**src/rtl/spi_master_ctrl_if.sv**
```systemverilog
// Upstream word interface of spi_master_ctrl: TX valid/ready handshake, RX pulse, status.
// The master modport is the upstream word source; the slave modport is the SPI controller.
interface spi_master_ctrl_if #(
  parameter int unsigned WIDTH = 8
);
  logic             tx_valid;
  logic             tx_ready;
  logic [WIDTH-1:0] tx_data;
  logic             tx_last;
  logic             rx_valid;
  logic [WIDTH-1:0] rx_data;
  logic             busy;

  modport master (
    output tx_valid, tx_data, tx_last,
    input  tx_ready, rx_valid, rx_data, busy
  );

  modport slave (
    input  tx_valid, tx_data, tx_last,
    output tx_ready, rx_valid, rx_data, busy
  );
endinterface

```
**src/rtl/spi_master_ctrl.sv**
```systemverilog
// Mode-0 (CPOL=0, CPHA=0) MSB-first SPI master clocked from the system clock.
// Chip select stays low across words until a word flagged tx_last has completed.
module spi_master_ctrl #(
  parameter int unsigned WIDTH   = 8,
  parameter int unsigned CLK_DIV = 2
) (
  input  logic             clk,
  input  logic             rst_n,
  spi_master_ctrl_if.slave bus,
  output logic             sclk,
  output logic             cs_n,
  output logic             mosi,
  input  logic             miso
);

  localparam int unsigned HW = (CLK_DIV > 1) ? $clog2(CLK_DIV) : 1;
  localparam int unsigned BW = $clog2(WIDTH);
  localparam logic [HW-1:0] HMAX = HW'(CLK_DIV - 1);
  localparam logic [BW-1:0] BMAX = BW'(WIDTH - 1);

  typedef enum logic [2:0] {StIdle, StXfer, StNext, StHold, StGap} state_e;

  state_e           state_q, state_d;
  logic [HW-1:0]    hcnt_q, hcnt_d;
  logic [BW-1:0]    bcnt_q, bcnt_d;
  logic [WIDTH-1:0] tx_sh_q, tx_sh_d;
  logic [WIDTH-1:0] rx_sh_q, rx_sh_d;
  logic             last_q, last_d;
  logic             sclk_q, sclk_d;
  logic             cs_n_q, cs_n_d;
  logic             mosi_q, mosi_d;
  logic             rx_valid_q, rx_valid_d;
  logic [WIDTH-1:0] rx_data_q, rx_data_d;

  logic tx_ready;
  logic accept;
  logic hwrap;

  assign tx_ready = (state_q == StIdle) || (state_q == StNext);
  assign accept   = bus.tx_valid && tx_ready;
  assign hwrap    = (hcnt_q == HMAX);

  always_comb begin
    state_d    = state_q;
    hcnt_d     = hcnt_q;
    bcnt_d     = bcnt_q;
    tx_sh_d    = tx_sh_q;
    rx_sh_d    = rx_sh_q;
    last_d     = last_q;
    sclk_d     = sclk_q;
    cs_n_d     = cs_n_q;
    mosi_d     = mosi_q;
    rx_valid_d = 1'b0;
    rx_data_d  = rx_data_q;

    unique case (state_q)
      StIdle, StNext: begin
        if (accept) begin
          state_d = StXfer;
          hcnt_d  = '0;
          bcnt_d  = '0;
          tx_sh_d = bus.tx_data;
          last_d  = bus.tx_last;
          cs_n_d  = 1'b0;
          sclk_d  = 1'b0;
          mosi_d  = bus.tx_data[WIDTH-1];
        end
      end
      StXfer: begin
        if (hwrap) begin
          hcnt_d = '0;
          sclk_d = ~sclk_q;
          if (!sclk_q) begin
            // Rising sclk edge: capture the bit the slave drove on the previous fall.
            rx_sh_d = {rx_sh_q[WIDTH-2:0], miso};
          end else if (bcnt_q == BMAX) begin
            rx_data_d  = rx_sh_q;
            rx_valid_d = 1'b1;
            state_d    = last_q ? StHold : StNext;
          end else begin
            tx_sh_d = tx_sh_q << 1;
            mosi_d  = tx_sh_q[WIDTH-2];
            bcnt_d  = bcnt_q + BW'(1);
          end
        end else begin
          hcnt_d = hcnt_q + HW'(1);
        end
      end
      StHold: begin
        if (hwrap) begin
          hcnt_d  = '0;
          state_d = StGap;
          cs_n_d  = 1'b1;
          mosi_d  = 1'b0;
        end else begin
          hcnt_d = hcnt_q + HW'(1);
        end
      end
      StGap: begin
        if (hwrap) begin
          hcnt_d  = '0;
          state_d = StIdle;
        end else begin
          hcnt_d = hcnt_q + HW'(1);
        end
      end
      default: state_d = StIdle;
    endcase
  end

  always_ff @(posedge clk or negedge rst_n) begin
    if (!rst_n) begin
      state_q    <= StIdle;
      hcnt_q     <= '0;
      bcnt_q     <= '0;
      tx_sh_q    <= '0;
      rx_sh_q    <= '0;
      last_q     <= 1'b0;
      sclk_q     <= 1'b0;
      cs_n_q     <= 1'b1;
      mosi_q     <= 1'b0;
      rx_valid_q <= 1'b0;
      rx_data_q  <= '0;
    end else begin
      state_q    <= state_d;
      hcnt_q     <= hcnt_d;
      bcnt_q     <= bcnt_d;
      tx_sh_q    <= tx_sh_d;
      rx_sh_q    <= rx_sh_d;
      last_q     <= last_d;
      sclk_q     <= sclk_d;
      cs_n_q     <= cs_n_d;
      mosi_q     <= mosi_d;
      rx_valid_q <= rx_valid_d;
      rx_data_q  <= rx_data_d;
    end
  end

  assign sclk         = sclk_q;
  assign cs_n         = cs_n_q;
  assign mosi         = mosi_q;
  assign bus.tx_ready = tx_ready;
  assign bus.busy     = (state_q != StIdle);
  assign bus.rx_valid = rx_valid_q;
  assign bus.rx_data  = rx_data_q;

endmodule

```
**src/flat_wrapper.sv**
```systemverilog
// flat-port wrapper written by rule: the top's interface ports become plain ports
module spi_master_ctrl_flat 
#(
  parameter int unsigned WIDTH   = 8,
  parameter int unsigned CLK_DIV = 2
)
  (clk, rst_n, sclk, cs_n, mosi, miso, bus_tx_valid, bus_tx_data, bus_tx_last, bus_tx_ready, bus_rx_valid, bus_rx_data, bus_busy);
  spi_master_ctrl_if #(.WIDTH(WIDTH)) bus_i ();
  input  logic clk;
  input  logic rst_n;
  output logic sclk;
  output logic cs_n;
  output logic mosi;
  input  logic miso;
  input wire logic [$bits(bus_i.tx_valid)-1:0] bus_tx_valid;
  input wire logic [$bits(bus_i.tx_data)-1:0] bus_tx_data;
  input wire logic [$bits(bus_i.tx_last)-1:0] bus_tx_last;
  output wire logic [$bits(bus_i.tx_ready)-1:0] bus_tx_ready;
  output wire logic [$bits(bus_i.rx_valid)-1:0] bus_rx_valid;
  output wire logic [$bits(bus_i.rx_data)-1:0] bus_rx_data;
  output wire logic [$bits(bus_i.busy)-1:0] bus_busy;
  assign bus_i.tx_valid = bus_tx_valid;
  assign bus_i.tx_data = bus_tx_data;
  assign bus_i.tx_last = bus_tx_last;
  assign bus_tx_ready = bus_i.tx_ready;
  assign bus_rx_valid = bus_i.rx_valid;
  assign bus_rx_data = bus_i.rx_data;
  assign bus_busy = bus_i.busy;
  spi_master_ctrl #(.WIDTH(WIDTH), .CLK_DIV(CLK_DIV)) u_core (.clk(clk), .rst_n(rst_n), .bus(bus_i), .sclk(sclk), .cs_n(cs_n), .mosi(mosi), .miso(miso));
endmodule
```
**config.mk**
```make
export PLATFORM = sky130hd
export DESIGN_NAME = spi_master_ctrl_flat
export DESIGN_NICKNAME = d
export VERILOG_FILES = /design/src/rtl/spi_master_ctrl_if.sv /design/src/rtl/spi_master_ctrl.sv /design/src/flat_wrapper.sv
export SDC_FILE = /design/constraint.sdc
export NUM_CORES = 1
export LEC_CHECK = 0
export ABC_CLOCK_PERIOD_IN_PS = 2350
export CAP_MARGIN = 20
export CORE_AREA = 2 2 65 73
export CTS_CLUSTER_DIAMETER = 60
export DETAILED_ROUTE_END_ITERATION = 10
export DIE_AREA = 0 0 67 75
export GPL_TIMING_DRIVEN = 1
export PLACE_DENSITY_LB_ADDON = 0.25
export RECOVER_POWER = 25
export SLEW_MARGIN = 20
export SYNTH_ARGS = -nofsm -noshare
export SYNTH_HDL_FRONTEND = slang
export SYNTH_SLANG_ARGS = --single-unit
```
**constraint.sdc**
```tcl
create_clock -name clk -period 2.35 [get_ports clk]
set_input_delay 0.235 -clock clk [delete_from_list [all_inputs] [get_ports clk]]
set_output_delay 0.235 -clock clk [all_outputs]
set_load 0.1 [all_outputs]
```
==> metrics.md <==
| Metric | Value |
|---|---|
| Drt via density | between 4 and 5 |
| Nets@finish | between 150 and 200 |
| # DRC | 0 |
| Fmax achieved | about 510 MHz |
| Die width | 67 µm |
| WP data required | approximately 2.5 ns |
| # port buffers | 26 |
| Iter 0 DRT Violations | 91 |
| Post-synth EDFFs | 0 |
| Slew at the pin with the worst max-slew slack | roughly 0.86 ns |
| Post-synthesis sequential area ratio | 0.522 |
| Hold path startpoint | u_core.bcnt_q[0] |
| Site Rows | 25 |
| Max Slew Vio Count | 0 |
| Max-cap viol count | 0 |
| Total number of vias | 1036 |
| Gr usage total | 0.134 |
| Setup crit end kind | flop |
| Hold Violations, Final | 0 |
| Synth warnings | 0 |
| Crit path DAT | 2.12 ns |
| Mapped cell area | roughly 1700 µm² |
| Main synth FF type | dfrtp_1 |
| Ports | 27 |
| Hold WC Path Type | flop to flop |
| Slew headroom | 0.426 |
| Commonest cells in the netlist | 34 x dfrtp_1, 24 x mux2_2, 8 x mux2_4 |
| Post-synth top area share | 0.506 |
| Global route total overflow | 0 |
| Fin Setup TNS | 0 ns |
| Startpoint types | flop |
| Initial antenna violation count | 0 |
| Die area | 5030 µm² |
| Wire length per cell | ~14 µm |
| Largest net degree at the start of global routing | 36 |
| Post-synthesis net count | 141 |
| Final period utilization | 0.830 |
| Initial core utilization | 0.395 |
| Area contributors post-synth | dfrtp_1 51%, mux2_2 16%, mux2_4 7.1% |
| Global-route wire length before repair | between 4 and 5 mm |
| Area Growth Syn to Fin | 21.2% |
| CTS clk-pin slew, worst paths | about 0.06 ns |
| Worst-case clock buffer depth | 2 |
| Min Tclk post-route | roughly 1.9 ns |
| Status | finished, final reports clean |
| N_diodes | 0 |
| Via count of the first global-routing pass | around 1100 |
| Gpl congestion | approximately 0.74 |
| Yosys reg bits | 35 |
| Hold buffer count at CTS | 0 |
| Clk_lat worst skew | about 0.28 ns |
| # clock sinks | 35 |
| Synth Instances | 126 |
| Final wirelength | 2.84 mm |
| Max Fanout on Critical Path | 8 |
| Resize count post-CTS | 0 |
| H-tree levels | 2 |
| Worst setup path startpoint | u_core.bcnt_q[0] |
| Layout Skew | about 0.0078 ns |
| Post-DP HPWL | 1.96 mm |
| Unrepaired setup endpoints after global routing | no |
| Die Y | around 75 µm |
| Synth area leader | dfrtp_1 |
| Setup violators final | 0 |
| Detailed Routing Iterations Pass 1 | 4 |
| Post-route ant nets | 0 |
| # Post-CTS Setup Buffers | 0 |
| Reg2reg start | u_core.bcnt_q[0] |
| Worst setup path class | flop to flop |
| TritonCTS clock tree | done |
| Share of post-route cells with drive strength above 1 | 0.409 |
| CTS buffer count | 5 |
| Mapped Avg Cell Area | 13.3 µm² |
| Most common cell in the netlist | dfrtp_1 |
| Asr flop ratio synth | 1.00 |
| Netlist cell types | 38 |
| Core area | 4250 µm² |
| Root buffer cell | clkbuf_8 |
[worst paths after layout]
path / end / slack, ns / cells past startpoint
max: u_core.tx_sh_q[4] / 0.40 / 5
min: u_core.bcnt_q[0] / 0.49 / 1
max reg2reg: u_core.tx_sh_q[4] / 0.40 / 5
min reg2reg: u_core.bcnt_q[0] / 0.49 / 1
max in group asynchronous: u_core.state_q[1] / 1.22 / 2
min in group asynchronous: u_core.tx_sh_q[0] / 0.59 / 2
[critical path: stages (launching register included)]
cell	delay [ns]
dfrtp_1	0.39
ha_1	0.21
ha_1	0.21
or2b_1	0.27
o21ai_2	0.36
mux2_2	0.39
[routing by layer]
metal | part of all wire | routed length [µm] | track usage
met5 | 0 | 0 | 0
met4 | 0.022 | 63 | 0.0680
met2 | 0.47 | 1320 | 0.197
met1 | 0.47 | 1320 | 0.178
met3 | 0.046 | 131 | 0.0448
[layout make-up]
class / instances / area, µm²
clock buffer: 6 / 72.6
clock inverter: 1 / 30.0
tap: 54 / 67.6
inverter: 6 / 22.5
fill: 394 / 2220
sequential: 35 / 877
multi-input combinational: 79 / 737
timing repair buffer: 27 / 230
[metrics by stage]
stage | cells | util | setup slack [ns] | hold WS [ns] | area [µm²]
global route | 208 | 0.479 | 0.286 | 0.522 | 2040
floorplan | 126 | - | 0.187 | -0.0606 | 1680
finish | 208 | 0.479 | 0.401 | 0.488 | 2040
global placement | 201 | 0.455 | 0.348 | 0.466 | 1940
CTS | 208 | 0.479 | 0.380 | 0.373 | 2040
detailed placement | 201 | 0.455 | 0.326 | 0.484 | 1940
[state kept, by name, indices dropped and copies added, names as in the netlist]
name                 flops
u_core.bus.rx_data       8
u_core.rx_sh_q           8
u_core.tx_sh_q           7
u_core.bcnt_q            3
u_core.state_q           3
u_core.bus.rx_valid      1
u_core.cs_n              1
u_core.hcnt_q            1
u_core.last_q            1
u_core.mosi              1
u_core.sclk              1
[cells by family (layout without fill, tap and decap cells)]
group,after synthesis,in the layout,share of synthesized area
DFF,35,35,0.522
xor gates and xnor gates,1,1,0.00521
adders and majority gates,2,2,0.0149
buffers and inverters,12,40,0.0395
muxes,33,33,0.238
AOI/OAI and AO/OA,20,20,0.0767
and+or+nand+nor,23,23,0.104
[cells in the final DEF, fill, tap and decap left out, drive strengths merged, types with 2 or more instances in the layout]
| cell | n |
|---|---|
| a21oi | 4 |
| nand2 | 2 |
| nor3b | 2 |
| dfrtp | 34 |
| nor2 | 4 |
| inv | 6 |
| nor2b | 3 |
| o21ai | 8 |
| clkbuf | 7 |
| clkdlybuf4s50 | 11 |
| ha | 2 |
| nand2b | 2 |
| o211ai | 3 |
| and3 | 2 |
| buf | 14 |
| mux2 | 32 |
Power is left out: the tool's default activity adds up to more than one toggle a clock period on the data nets, which glitch-free logic cannot reach.
